==> src/rtl/mem_stage_pkg.sv <==
// Shared types and constants for the memory-access stage.
// Latency: n/a (declarations only).
// Backpressure: n/a.
package mem_stage_pkg;

  localparam int DATA_W_DEF  = 16;
  localparam int TIMEOUT_DEF = 15;

  typedef enum logic [1:0] {
    IDLE = 2'd0,
    BUSY = 2'd1,
    DONE = 2'd2
  } state_t;

  // Reserved for a future multi-bit error report; the current stage exports a single flag.
  localparam logic [1:0] ERR_UNALIGNED = 2'd1;
  localparam logic [1:0] ERR_TIMEOUT   = 2'd2;

endpackage

==> src/rtl/mem_timeout_ctr.sv <==
// Saturating 8-bit cycle counter with a terminal-count flag at TIMEOUT-1.
// Latency: clear/increment take effect at the next edge; o_tc is combinational from the count.
// Backpressure: none; i_clr has priority over i_en.
module mem_timeout_ctr
  import mem_stage_pkg::*;
#(
  parameter int TIMEOUT = TIMEOUT_DEF
) (
  input  logic clk,
  input  logic rst,
  input  logic i_clr,
  input  logic i_en,
  output logic o_tc
);

  localparam logic [7:0] TC_VAL = 8'(TIMEOUT - 1);

  logic [7:0] r_count;

  // Count BUSY cycles; hold at all-ones so a stuck access never wraps back to zero.
  always_ff @(posedge clk or negedge rst) begin
    if (!rst) begin
      r_count <= '0;
    end else if (i_clr) begin
      r_count <= '0;
    end else if (i_en && (r_count != 8'hFF)) begin
      r_count <= r_count + 8'd1;
    end
  end

  assign o_tc = (r_count == TC_VAL);

endmodule

==> src/rtl/mem_access_stage.sv <==
// Memory stage: issues req/ack accesses to data memory, returns load data or ALU pass-through.
// Latency: 1 edge for non-memory/unaligned ops; 3 edges minimum for memory accesses.
// Backpressure: stall (combinational) holds upstream while an access is outstanding; no writeback backpressure.
module mem_access_stage
  import mem_stage_pkg::*;
#(
  parameter int DATA_W  = DATA_W_DEF,
  parameter int TIMEOUT = TIMEOUT_DEF
) (
  input  logic              clk,
  input  logic              rst,
  input  logic              in_valid,
  input  logic              in_rd,
  input  logic              in_wr,
  input  logic [DATA_W-1:0] in_addr,
  input  logic [DATA_W-1:0] in_wdata,
  output logic              stall,
  output logic              mem_req,
  output logic              mem_wr,
  output logic [DATA_W-1:0] mem_addr,
  output logic [DATA_W-1:0] mem_wdata,
  input  logic              mem_ack,
  input  logic [DATA_W-1:0] mem_rdata,
  output logic              out_valid,
  output logic [DATA_W-1:0] out_data,
  output logic              out_err
);

  state_t              r_state, w_state;
  logic                r_mem_req, w_mem_req;
  logic                r_mem_wr, w_mem_wr;
  logic [DATA_W-1:0]   r_mem_addr, w_mem_addr;
  logic [DATA_W-1:0]   r_mem_wdata, w_mem_wdata;
  logic [DATA_W-1:0]   r_result, w_result;
  logic                r_err, w_err;
  logic                r_out_valid, w_out_valid;
  logic [DATA_W-1:0]   r_out_data, w_out_data;
  logic                r_out_err, w_out_err;
  logic                w_stall;
  logic                w_access;
  logic                w_ack;
  logic                w_tc;

  assign w_access = in_valid & (in_rd | in_wr);
  // An ack only counts while a request is actually outstanding.
  assign w_ack    = mem_ack & r_mem_req;

  mem_timeout_ctr #(
    .TIMEOUT (TIMEOUT)
  ) u_timeout (
    .clk   (clk),
    .rst   (rst),
    .i_clr (r_state == IDLE),
    .i_en  (r_state == BUSY),
    .o_tc  (w_tc)
  );

  // Next-state, request and result logic; ack beats timeout when both occur together.
  always_comb begin
    w_state     = r_state;
    w_mem_req   = r_mem_req;
    w_mem_wr    = r_mem_wr;
    w_mem_addr  = r_mem_addr;
    w_mem_wdata = r_mem_wdata;
    w_result    = r_result;
    w_err       = r_err;
    w_out_valid = 1'b0;
    w_out_data  = r_out_data;
    w_out_err   = r_out_err;
    w_stall     = 1'b0;
    case (r_state)
      IDLE: begin
        if (w_access && !in_addr[0]) begin
          w_stall     = 1'b1;
          w_state     = BUSY;
          w_mem_req   = 1'b1;
          w_mem_wr    = in_wr & ~in_rd;
          w_mem_addr  = in_addr;
          w_mem_wdata = in_wdata;
        end else if (in_valid) begin
          // Non-memory op passes through; an unaligned access is flagged without touching memory.
          w_out_valid = 1'b1;
          w_out_data  = in_addr;
          w_out_err   = w_access;
        end
      end
      BUSY: begin
        w_stall = 1'b1;
        if (w_ack) begin
          w_mem_req = 1'b0;
          w_result  = r_mem_wr ? in_addr : mem_rdata;
          w_err     = 1'b0;
          w_state   = DONE;
        end else if (w_tc) begin
          w_mem_req = 1'b0;
          w_result  = in_addr;
          w_err     = 1'b1;
          w_state   = DONE;
        end
      end
      DONE: begin
        w_out_valid = 1'b1;
        w_out_data  = r_result;
        w_out_err   = r_err;
        w_state     = IDLE;
      end
      default: begin
        w_state = IDLE;
      end
    endcase
  end

  // State, memory-interface and writeback registers.
  always_ff @(posedge clk or negedge rst) begin
    if (!rst) begin
      r_state     <= IDLE;
      r_mem_req   <= 1'b0;
      r_mem_wr    <= 1'b0;
      r_mem_addr  <= '0;
      r_mem_wdata <= '0;
      r_result    <= '0;
      r_err       <= 1'b0;
      r_out_valid <= 1'b0;
      r_out_data  <= '0;
      r_out_err   <= 1'b0;
    end else begin
      r_state     <= w_state;
      r_mem_req   <= w_mem_req;
      r_mem_wr    <= w_mem_wr;
      r_mem_addr  <= w_mem_addr;
      r_mem_wdata <= w_mem_wdata;
      r_result    <= w_result;
      r_err       <= w_err;
      r_out_valid <= w_out_valid;
      r_out_data  <= w_out_data;
      r_out_err   <= w_out_err;
    end
  end

  assign stall     = w_stall;
  assign mem_req   = r_mem_req;
  assign mem_wr    = r_mem_wr;
  assign mem_addr  = r_mem_addr;
  assign mem_wdata = r_mem_wdata;
  assign out_valid = r_out_valid;
  assign out_data  = r_out_data;
  assign out_err   = r_out_err;

endmodule

==> config.mk <==
export PLATFORM = sky130hd
export DESIGN_NAME = mem_access_stage
export DESIGN_NICKNAME = d
export VERILOG_FILES = /design/src/rtl/mem_stage_pkg.sv /design/src/rtl/mem_timeout_ctr.sv /design/src/rtl/mem_access_stage.sv
export SDC_FILE = /design/constraint.sdc
export NUM_CORES = 1
export LEC_CHECK = 0
export CAP_MARGIN = 20
export CORE_ASPECT_RATIO = 0.8
export CORE_UTILIZATION = 50
export DETAILED_ROUTE_END_ITERATION = 8
export PLACE_DENSITY = 0.85
export SLEW_MARGIN = 30
export SYNTH_ARGS = -nofsm -noshare
export SYNTH_HDL_FRONTEND = slang
export SYNTH_SLANG_ARGS = --single-unit
==> constraint.sdc <==
create_clock -name clk -period 5.6 [get_ports clk]
set_input_delay 0.84 -clock clk [delete_from_list [all_inputs] [get_ports clk]]
set_output_delay 0.84 -clock clk [all_outputs]
set_load 0.02 [all_outputs]
# ---- After elaboration in Yosys (flattened, before gate mapping)
# Index checks and enable logic that the tools add are counted.
dict set report totals {
  output_inout_bits 53
  regBits 79
  inputBits 54
  word_cells 64
}
dict set report op_classes {
  addsub 1
  n_eq_ne 8
  bitwise_logic 5
  muxes 26
  reduce_logical 13
}
# operator n
set op_table {}
lappend op_table {{two-way mux 16 bit} 5}
lappend op_table {{one-hot mux 16 bit (2 select lines)} 1}
lappend op_table {{two-way mux 8 bit} 2}
lappend op_table {{two-way mux 1 bit} 10}
lappend op_table {{adder 8 x 1 -> 8 bit (second input constant)} 1}
lappend op_table {{equality test 8 x 4 -> 1 bit (second input constant)} 1}
lappend op_table {{!= test 8 bit (second input constant)} 1}
lappend op_table {{one-hot mux 1 bit (2 select lines)} 4}
lappend op_table {{nonzero test 2 bit} 4}
lappend op_table {{two-way mux 2 bit} 3}
lappend op_table {{!= test 2 bit (second input constant)} 3}
lappend op_table {{AND reduction 2 bit} 3}
lappend op_table {{AND reduction 3 bit} 2}
lappend op_table {{one-hot mux 2 bit (2 select lines)} 1}
lappend op_table {{AND 1 bit} 3}
lappend op_table {{!= test 3 bit (second input constant)} 1}
lappend op_table {{equality test 2 x 1 -> 1 bit (second input constant)} 1}
lappend op_table {{equality test 2 bit (second input constant)} 1}
lappend op_table {{logical AND 1 bit} 2}
lappend op_table {{zero test 2 bit} 1}
lappend op_table {{zero test 1 bit} 1}
lappend op_table {{NOT 1 bit} 1}
lappend op_table {{OR 1 bit} 1}

# ---- Longest topological paths before layout
dict set report depth {
  word_depth 5
  mapped_depth 7
  depth_no_buf 6
}

# ---- Modules after synthesis
# From an unflattened synthesis, not the netlist that was laid out.
dict set report unflattened {
  hier_cells 258
  hier_area_um2 3713.6
}
# module instances area_each_um2 seq_area_each_um2 cells_each
set by_module_without_submodules {}
lappend by_module_without_submodules {mem_access_stage 1 3195.6 1776.7 202}
lappend by_module_without_submodules {mem_timeout_ctr 1 518.0 200.2 56}

# ---- Least setup slack after synthesis
# Ideal clock, no wire load.
dict set report synth_path {
  path_kind {input to output}
  from {in in_wr}
  to {out stall}
  n_path_buf 0
  t_arrival_ns 1.474
  setup_slack_ns 3.286
  stages 4
  t_required_ns 4.760
  cell_sequence {o21ai_0 -> nor2_1 -> nor2_1 -> nor2_1}
}
dict set report synth_via {
  elab_chain_len 5
}
# item line_no
set synth_lines {}
lappend synth_lines {{start, declared} mem_access_stage.sv:14} ;# input logic in_wr,
lappend synth_lines {{OR 1 bit} mem_access_stage.sv:44} ;# assign w_access = in_valid & (in_rd | in_wr);
lappend synth_lines {{AND 1 bit} mem_access_stage.sv:44}
lappend synth_lines {{logical AND 1 bit} mem_access_stage.sv:73} ;# if (w_access && !in_addr[0]) begin
lappend synth_lines {{two-way mux 1 bit} mem_access_stage.sv:73}
lappend synth_lines {{one-hot mux 1 bit (2 select lines)} mem_access_stage.sv:71} ;# case (r_state)
lappend synth_lines {{end, declared} mem_access_stage.sv:17} ;# output logic stall,
# No other way between the ends.

# ---- Worst setup path after layout
# Ends and elaborated chain as after synthesis.

==> results.yml <==
run_status:
  status: "complete, no violations"
setup_path:
  crit_path_start: "in_wr"
  cp_common_cell: "nor2_1"
  cpLargestDelayFamily: "buffers and inverters"
  critPathMaxStageDelay_ps: 560
  path_class: "in2out"
  path_cells: "clkdlybuf4s50_1, o21ai_0, nor2_1, nor2_1, nor2_1, clkdlybuf4s50_1"
  r2r-start: "r_state[1]"
  worstSetupEndpoint: "stall"
  arrival_ps: 2600
  crit_buf_inv: 2
  slowest_stage: "clkdlybuf4s50_1"
  rrSetupSlack_ps: 3370
  cp-end-kind: "primary output"
  cp.depth: 6
  startpoint_type: "input port"
  crit_fanout: 3
  required_ps: 4760
  r2r_end: "out_data[3]"
  reg2regPathDepth: 4
final_layout:
  final_common_cell: "clkdlybuf4s50_1"
  instances_no_fill: 486
  final_area_um2: 4840
  diodes: 0
  syn_to_final_growth_pct: 38.8
  n_fill_cell: 460
  drive_gt1_share_pct: 15.7
  most-common-layout-cells: "105 x clkdlybuf4s50_1, 79 x dfrtp_1, 32 x mux2i_1, 29 x mux2_2, 25 x nor2_1"
  final_nets: 453
detailed_routing:
  drc_errors: 0
  postRouteAntennaNets: 0
  drt-initial-drc-count: 130
  vias_per_cell: 5.59
  vias: 2717
  dr.pass1.iters: 4
  drt-wirelength-per-cell_um: 17.6
  drt_wl_total_mm: 8.53
global_routing:
  grt_pass1_wl_mm: 13.9
  gr-total-overflow: 0
  grt_max_degree: 80
  grtUsageTotal_pct: 24.9
  antenna_found_initial: 0
  grt_pass1_vias: 2851
cts:
  insertion_delay_ps: 340
  cts_setup_buffers: 0
  cts_root_buf: "clkbuf_8"
  cts_inserted_buffers: 9
  holdBufCountCts: 0
  path_clk_slew_ps: 80
  htreeDepth: 3
  clock_path_buffers: 2
  tritoncts: "yes"
  cts_resized: 0
  cts_sinks: 79
timing:
  setup-tns-final_ps: 0
  worst_slack_ps: 2160
  setup_viol: 0
  period_minus_slack_ps: 3440
  timing.fmax_ghz: 0.291
  drv_slew: 0
  final.period_utilization_pct: 61.4
  worst_pin_slew_ps: 769
  hold_ws_ps: 502
  slew_headroom_pct: 48.7
  rsz0062_at_grt: "no"
  finClkSkew_ps: 14.4
  hold_violations: 0
power:
  p_leak_nw: 1.95
  irDropWorstVdd_uv: 320
  cellPowerDensity_nw_per_um2: 535
synth:
  synth_area_um2: 3490
  synth-edff-count: 0
  synth-seq-cells: 79
  synth.distinct_cells: 38
  postSynthCellCount: 291
  syn_area_per_cell_um2: 12.0
  synth-seq-area-share_pct: 56.7
  yosys_most_used_dff: "dfrtp_1"
  ys_warn_count: 0
  ys_async_sr_fraction_pct: 100
  syn_nets: 347
place:
  dp_hpwl_mm: 5.85
  dp.cells: 470
  io_buffers: 106
  placed_area_um2: 4610
  place_congestion: 0.846
  place_ws_ps: 2170
job:
  maxCapViolCount: 0
hold_path:
  hp-class: "reg2reg"
die:
  fp.dieArea_um2: 7320
  die_h_um: 76.7
  pin_count: 107
  core_area_um2: 6570
  die_x_um: 95.4
  rows: 26
  start_util_pct: 53.1
==> power by group <==
| group | switching [mW] | internal (mW) |
|---|---|---|
| clock | 0.209 | 0.266 |
| combinational | 0.573 | 0.566 |
| sequential | 0.161 | 0.816 |
| total | 0.943 | 1.65 |
==> cell usage after synthesis, types with 2 or more instances <==
master | n | area share [%]
nor2_1 | 25 | 2.7
nor3b_1 | 2 | 0.43
buf_6 | 2 | 0.65
o22ai_1 | 3 | 0.54
nor2b_1 | 4 | 0.72
o21ai_1 | 18 | 2.6
nand3_1 | 5 | 0.72
nand2_1 | 7 | 0.75
inv_1 | 3 | 0.32
mux2i_1 | 32 | 9.2
nand2b_1 | 2 | 0.36
mux2_2 | 29 | 9.4
dfrtp_1 | 79 | 57
o21ai_2 | 2 | 0.50
o21ai_0 | 16 | 2.3
mux2_1 | 2 | 0.65
a21oi_1 | 21 | 3.0
clkbuf_1 | 4 | 0.43
ha_1 | 2 | 0.72
a31oi_1 | 4 | 0.72
or2_2 | 2 | 0.36
o311ai_0 | 2 | 0.50
buf_2 | 9 | 1.3
a21o_1 | 2 | 0.43
==> worst register-to-register path, stage by stage, from the launching register on <==
cell     delay [ps]
dfrtp_1         760
nor2b_2         660
buf_4           350
mux2i_1         250
a21oi_1         100
==> flip-flops by register name (all words and copies together), names as in the netlist <==
name               count
out_err                1
mem_addr              16
mem_req                1
out_valid              1
mem_wr                 1
out_data              16
u_timeout.r_count      8
r_state                2
mem_wdata             16
r_err                  1
r_result              16
==> through the flow <==
| step | total power [mW] | utilization (%) |
|---|---|---|
| 2_1_floorplan | 1.58 | - |
| 3_3_place_gp | 2.08 | 70.1 |
| 3_5_place_dp | 2.13 | 70.2 |
| 4_1_cts | 2.62 | 73.7 |
| 5_1_grt | 2.74 | 73.7 |
| 6_report | 2.59 | 73.7 |
==> per-layer routing <==
layer / part of all wire, % / vias up / wire length, µm / global-route usage [%]
li1: - / 1261 / - / -
met1: 41 / 1358 / 3490 / 31.3
met2: 51 / 89 / 4370 / 41.9
met3: 7.0 / 9 / 600 / 8.04
met4: 0.74 / 0 / 63 / 5.67
met5: 0 / - / 0 / 0
==> final cells by class <==
| type | instances | area [µm²] | share of cell area (%) |
|---|---|---|---|
| clock buffer | 10 | 138 | 2.84 |
| clock inverter | 6 | 91.3 | 1.89 |
| inverter | 3 | 11.3 | 0.233 |
| multi-input combinational | 194 | 1430 | 29.5 |
| sequential | 79 | 1980 | 40.8 |
| tap | 84 | 105 | 2.17 |
| timing repair buffer | 110 | 1090 | 22.6 |
==> cells by family after synthesis <==
family / synth area share, %
adders and majority gates: 0.717
and+or+nand+nor: 8.21
AOI/OAI and AO/OA: 12.5
DFF: 56.7
muxes: 19.2
buffers and inverters: 2.69
==> worst min path at each step <==
stage	depth (start not counted)	end	slack, ps	start
2_1_floorplan	2	r_result[10]	460	r_result[10]
3_3_place_gp	1	mem_addr[10]	470	mem_addr[10]
3_5_place_dp	1	mem_addr[10]	480	mem_addr[10]
4_1_cts	1	mem_addr[10]	500	mem_addr[10]
5_1_grt	1	mem_wdata[4]	530	mem_wdata[4]
6_report	1	mem_addr[10]	500	mem_addr[10]
(Power assumes the default switching activity.)
